`src/rtl/reduce_pkg.sv`:
```
// Shared definitions for the reduce_accum streaming reduction stage:
// op encodings, op classification helpers and the FSM state type.
package reduce_pkg;

    localparam logic [2:0] OP_AND  = 3'b000;
    localparam logic [2:0] OP_OR   = 3'b001;
    localparam logic [2:0] OP_XOR  = 3'b010;
    localparam logic [2:0] OP_NAND = 3'b011;
    localparam logic [2:0] OP_NOR  = 3'b100;
    localparam logic [2:0] OP_XNOR = 3'b101;

    typedef enum logic [1:0] {
        IDLE,
        ACCUM,
        HOLD
    } state_e;

    // Underlying operator applied per beat; inversion is handled separately.
    typedef enum logic [1:0] {
        BASE_AND,
        BASE_OR,
        BASE_XOR
    } base_e;

    // Accumulator start value: all-ones family starts at 1, others at 0.
    function automatic logic op_identity(input logic [2:0] op);
        return (op == OP_AND) || (op == OP_NAND);
    endfunction

    function automatic logic op_is_inv(input logic [2:0] op);
        return (op == OP_NAND) || (op == OP_NOR) || (op == OP_XNOR);
    endfunction

    function automatic logic op_is_legal(input logic [2:0] op);
        return op <= OP_XNOR;
    endfunction

    function automatic base_e op_base(input logic [2:0] op);
        base_e b;
        case (op)
            OP_AND, OP_NAND: b = BASE_AND;
            OP_OR, OP_NOR:   b = BASE_OR;
            OP_XOR, OP_XNOR: b = BASE_XOR;
            default:         b = BASE_AND;
        endcase
        return b;
    endfunction

endpackage

```
`src/rtl/reduce_core.sv`:
```
// Combinational fold of one data beat into the 1-bit accumulator.
// This is the only place the reduction operators are applied.
module reduce_core
    import reduce_pkg::*;
#(
    parameter int unsigned W = 8
) (
    input  base_e          base_i,
    input  logic           acc_i,
    input  logic [W-1:0]   data_i,
    output logic           acc_o
);

    // Fold: acc BASE (BASE-reduce of data); X/Z propagate with 4-state rules.
    always_comb begin
        acc_o = acc_i;
        case (base_i)
            BASE_AND: acc_o = acc_i & (&data_i);
            BASE_OR:  acc_o = acc_i | (|data_i);
            BASE_XOR: acc_o = acc_i ^ (^data_i);
            default:  acc_o = acc_i;
        endcase
    end

endmodule

```
`src/rtl/reduce_accum.sv`:
```
// Streaming reduction stage: folds every beat of a valid/ready packet into a
// 1-bit result using the op sampled on the first beat, then holds the result
// on a registered valid/ready output until the consumer takes it.
// Optional beat counter is enabled by defining REDUCE_BEAT_CNT_EN.
module reduce_accum
    import reduce_pkg::*;
#(
    parameter int unsigned W     = 8
`ifdef REDUCE_BEAT_CNT_EN
    ,
    parameter int unsigned CNT_W = 8
`endif
) (
    input  logic             clk,
    input  logic             rst_n,
    input  logic             in_valid,
    output logic             in_ready,
    input  logic [W-1:0]     in_data,
    input  logic [2:0]       in_op,
    input  logic             in_last,
    output logic             out_valid,
    input  logic             out_ready,
    output logic             out_result,
    output logic [2:0]       out_op,
    output logic             out_illegal
`ifdef REDUCE_BEAT_CNT_EN
    ,
    output logic [CNT_W-1:0] out_beats
`endif
);

    state_e     state_q, state_d;
    logic       acc_q, acc_d;
    logic [2:0] op_q, op_d;
    logic       res_q, res_d;
    logic [2:0] out_op_q, out_op_d;
    logic       illegal_q, illegal_d;

    logic       accept;
    logic [2:0] fold_op;
    logic       acc_in;
    logic       acc_fold;

    assign in_ready  = (state_q == IDLE) || (state_q == ACCUM);
    assign out_valid = (state_q == HOLD);
    assign accept    = in_valid && in_ready;

    // First beat uses the live op and its identity; later beats use the latched op.
    assign fold_op = (state_q == IDLE) ? in_op : op_q;
    assign acc_in  = (state_q == IDLE) ? op_identity(in_op) : acc_q;

    reduce_core #(
        .W (W)
    ) u_core (
        .base_i (op_base(fold_op)),
        .acc_i  (acc_in),
        .data_i (in_data),
        .acc_o  (acc_fold)
    );

    // Next-state, accumulator and result capture.
    always_comb begin
        state_d   = state_q;
        acc_d     = acc_q;
        op_d      = op_q;
        res_d     = res_q;
        out_op_d  = out_op_q;
        illegal_d = illegal_q;
        case (state_q)
            IDLE, ACCUM: begin
                if (accept) begin
                    acc_d = acc_fold;
                    if (state_q == IDLE) begin
                        op_d = in_op;
                    end
                    if (in_last) begin
                        state_d   = HOLD;
                        // Inversion is applied once here, never per beat.
                        res_d     = op_is_legal(fold_op) ? (acc_fold ^ op_is_inv(fold_op)) : 1'b0;
                        out_op_d  = fold_op;
                        illegal_d = !op_is_legal(fold_op);
                    end else begin
                        state_d = ACCUM;
                    end
                end
            end
            HOLD: begin
                if (out_ready) begin
                    state_d = IDLE;
                    acc_d   = op_identity(op_q);
                end
            end
            default: state_d = IDLE;
        endcase
    end

    // State and datapath registers with synchronous active-low reset.
    always_ff @(posedge clk) begin
        if (!rst_n) begin
            state_q   <= IDLE;
            acc_q     <= 1'b0;
            op_q      <= OP_AND;
            res_q     <= 1'b0;
            out_op_q  <= 3'b000;
            illegal_q <= 1'b0;
        end else begin
            state_q   <= state_d;
            acc_q     <= acc_d;
            op_q      <= op_d;
            res_q     <= res_d;
            out_op_q  <= out_op_d;
            illegal_q <= illegal_d;
        end
    end

    assign out_result  = res_q;
    assign out_op      = out_op_q;
    assign out_illegal = illegal_q;

`ifdef REDUCE_BEAT_CNT_EN
    logic [CNT_W-1:0] cnt_q, cnt_d;
    logic [CNT_W-1:0] beats_q, beats_d;
    logic [CNT_W-1:0] cnt_next;

    // First beat restarts at 1; later beats saturate at all-ones.
    assign cnt_next = (state_q == IDLE) ? CNT_W'(1)
                    : ((cnt_q == {CNT_W{1'b1}}) ? cnt_q : cnt_q + CNT_W'(1));

    // Count accepted beats and latch the total alongside the result.
    always_comb begin
        cnt_d   = cnt_q;
        beats_d = beats_q;
        if (accept) begin
            cnt_d = cnt_next;
            if (in_last) begin
                beats_d = cnt_next;
            end
        end
    end

    // Counter registers with synchronous active-low reset.
    always_ff @(posedge clk) begin
        if (!rst_n) begin
            cnt_q   <= '0;
            beats_q <= '0;
        end else begin
            cnt_q   <= cnt_d;
            beats_q <= beats_d;
        end
    end

    assign out_beats = beats_q;
`endif

endmodule

```
`config.mk`:
```
export PLATFORM = sky130hd
export DESIGN_NAME = reduce_accum
export DESIGN_NICKNAME = d
export VERILOG_FILES = /design/src/rtl/reduce_pkg.sv /design/src/rtl/reduce_core.sv /design/src/rtl/reduce_accum.sv
export SDC_FILE = /design/constraint.sdc
export NUM_CORES = 1
export LEC_CHECK = 0
export BUFFER_PORTS_ARGS = -buffer_cell sky130_fd_sc_hd__buf_2
export CORE_MARGIN = 1
export CORE_UTILIZATION = 51
export CTS_BUF_LIST = sky130_fd_sc_hd__clkbuf_4 sky130_fd_sc_hd__clkbuf_8 sky130_fd_sc_hd__clkbuf_16
export DETAILED_ROUTE_END_ITERATION = 8
export GPL_ROUTABILITY_DRIVEN = 1
export HOLD_SLACK_MARGIN = 0.1
export PLACE_DENSITY = 0.83
export SLEW_MARGIN = 20
export SYNTH_ARGS = -nofsm -noshare
export SYNTH_HDL_FRONTEND = slang
export SYNTH_SLANG_ARGS = --single-unit
```
`constraint.sdc`:
```
create_clock -name clk -period 2.2 [get_ports clk]
set_input_delay 0.44 -clock clk [delete_from_list [all_inputs] [get_ports clk]]
set_output_delay 0.44 -clock clk [all_outputs]
set_load 0.005 [all_outputs]
```
==> flow_metrics.tcl <==
set metrics [dict create \
    dp_hpwl_um 1507 \
    antenna_found_initial 0 \
    gp_congestion 0.8072 \
    synth.area.mux_share 0.07819 \
    ctsHoldBuffers 0 \
    fin_crit_ps 1804 \
    vias_per_cell 5.320 \
    grt_pass1_wl_um 3401 \
    dr.first_iter.drc_count 15 \
    multi_input_area_um2 610.6 \
    crit_type "register to register" \
    seq_area_frac_synth 0.2414 \
    hp-class "input port to register" \
    grt_max_degree 13 \
    relSlewSlack 0.7221 \
    clock-root-buffer "clkbuf_4" \
    areaGrowthSynthToFinish_pct 15.91 \
    max_freq_ghz 0.5544 \
    synth_adder_area_share 0.1097 \
    crit_path_top_delay_cell "dfxtp_1" \
    cap_violations 0 \
    drc_errors 0 \
    yosys_warnings 0 \
    synth_compound_area_frac 0.2250 \
    finalMaxSlewViolations 0 \
    grt_usage 0.2339 \
    dr_total_vias 814 \
    hold_viol 0 \
    initial_utilization 0.5722 \
    synthDistinctLibCells 36 \
    cts.sinks 11 \
    syn-cell-area_um2 912.1 \
    cts_tree "done" \
    cp_slowest_stage_delay_ps 440 \
    synthSimpleGateAreaFrac 0.1715 \
    path_clk_slew_ps 80 \
    netlist_instances 107 \
    seqCellArea_um2 220.2 \
    io_pins 23 \
    power_leakage_nw 0.5608 \
    fin_tns_setup_ps 0 \
    cts-buffers-inserted 3 \
    ir_drop_mv 0.3571 \
    finClkSkew_ps 8.796 \
    synth-xor-area-share 0.08505 \
    synth_area_per_cell_um2 8.525 \
    fin_nets 154 \
    portBuffers 22 \
    worst-path-max-fanout 9 \
    finalSetupViolations 0 \
    core_um2 1594 \
    cts_resized 0 \
    r2r_slack_ps 400 \
    p_per_area_nw_per_um2 545.4 \
    drtAntennaViolNets 0 \
    grt_setup_unrepaired "false" \
    fillers 138 \
    worstSetupEndpointType "register" \
    overflow 0 \
    clk_latency_ps 280 \
    arrival_ps 2020 \
    ys_ff_latch 11 \
    drive_gt1_frac 0.2713 \
    path_cells "nor2_4 > mux2_2 > nand3_1 > a21boi_0 > a211oi_2 > mux2i_1" \
    post_cts_buffers 0 \
    cp.required_ps 2420 \
    routed_wl_um 1899 \
    ctsLongestPathBuffers 2 \
    rows 14 \
    dieHeight_um 44.29 \
    worst_pin_slew_ps 416.2 \
    outcome "completed" \
    post_drt_wl_per_cell_um 12.41 \
    whs_ps 462.1 \
    htree_levels 1 \
    drt-pass1-iter-count 4 \
    startpoint_type "register" \
    syn-num-nets 131 \
    post-route-period-util 0.8198 \
    grt_pass1_vias 781 \
    p_total_mw 0.5766 \
    insertedDiodeCount 0 \
    die_area_um2 1962 \
    die_width_um 44.29 \
    synth_top_family_by_area "compound AO/OA/AOI/OAI gates" \
]
## synthesized netlist by cell type, drive strengths merged
library cell	count	area share
nand3	3	0.016
buf	4	0.038
o211a	5	0.055
a21bo	1	0.011
o2111a	1	0.012
mux2	1	0.012
o21a	1	0.0082
xor2	2	0.027
xnor2	6	0.058
nor3	2	0.011
o41ai	1	0.030
a211oi	1	0.014
nand4	1	0.0069
o211ai	2	0.016
a21boi	2	0.016
o21ai	3	0.016
a211o	1	0.0096
and4	1	0.0096
and2	1	0.0069
o311a	1	0.011
clkbuf	3	0.014
nor2	7	0.037
a21oi	3	0.016
inv	9	0.037
o31ai	1	0.0082
dfxtp	11	0.24
nand2	17	0.070
mux2i	6	0.066
nor2b	2	0.014
ha	8	0.11
## layer usage
| metal | GRT usage | routed length [µm] | vias up |
|---|---|---|---|
| li1 | - | - | 409 |
| met1 | 0.3089 | 891 | 391 |
| met2 | 0.3912 | 942 | 14 |
| met3 | 0.06122 | 65 | 0 |
| met4 | 0.03636 | 0 | 0 |
| met5 | 0 | 0 | - |
## cells by family (layout without fill, tap and decap cells)
group | after synthesis | in the layout
AOI/OAI and AO/OA | 23 | 23
xor gates and xnor gates | 8 | 8
adders and majority gates | 8 | 8
buffers and inverters | 16 | 38
DFF | 11 | 11
muxes | 7 | 7
and+or+nand+nor | 34 | 34
## worst max-delay path: cells and delay by family, from the launching register on
| kind | cells | cell delay, ps |
|---|---|---|
| AOI/OAI and AO/OA | 2 | 350 |
| DFF | 1 | 440 |
| muxes | 2 | 580 |
| and+or+nand+nor | 2 | 370 |
## flip-flops by register name (all words and copies together), names as in the netlist
signal and count:
out_result 1, out_illegal 1, out_op 3, state_q 2
acc_q 1, op_q 3
## worst paths after layout
kind / cells after the start / startpoint / to
setup / recovery: 6 / state_q[0] / out_result
hold / removal: 3 / in_last / state_q[0]
setup reg to reg: 6 / state_q[0] / out_result
hold reg to reg: 2 / out_illegal / out_illegal
## cell usage in the layout (no fill, tap or decap), drive strengths merged, types with 4 or more instances in the layout
cell type / instances
mux2i: 6
nor2: 7
xnor2: 6
clkbuf: 4
ha: 8
buf: 25
nand2: 17
inv: 9
o211a: 5
dfxtp: 11
## area by class of cell
type                    instances  area share
flip-flops and latches         11      0.2083
repair buffers                 25      0.1254
inverters                       9     0.03195
well taps                      24     0.02840
clock buffers                   4     0.02840
multi-input cells              80      0.5775
## power breakdown
group          switching (mW)  leakage [nW]  internal, mW
registers              0.0206        0.0906         0.215
logic                  0.0907         0.452        0.0932
clock network          0.0745        0.0184        0.0827
## per-stage QoR
step	setup slack (ps)	area, µm²	utilization	instances
floorplan	548.2	912.1	-	107
global placement	405.7	1027	0.6444	149
detailed placement	328.0	1027	0.6444	149
CTS	416.0	1057	0.6633	153
global route	304.5	1057	0.6633	153
finish	396.4	1057	0.6633	153
Note: power is estimated with default switching activity, not from simulation.
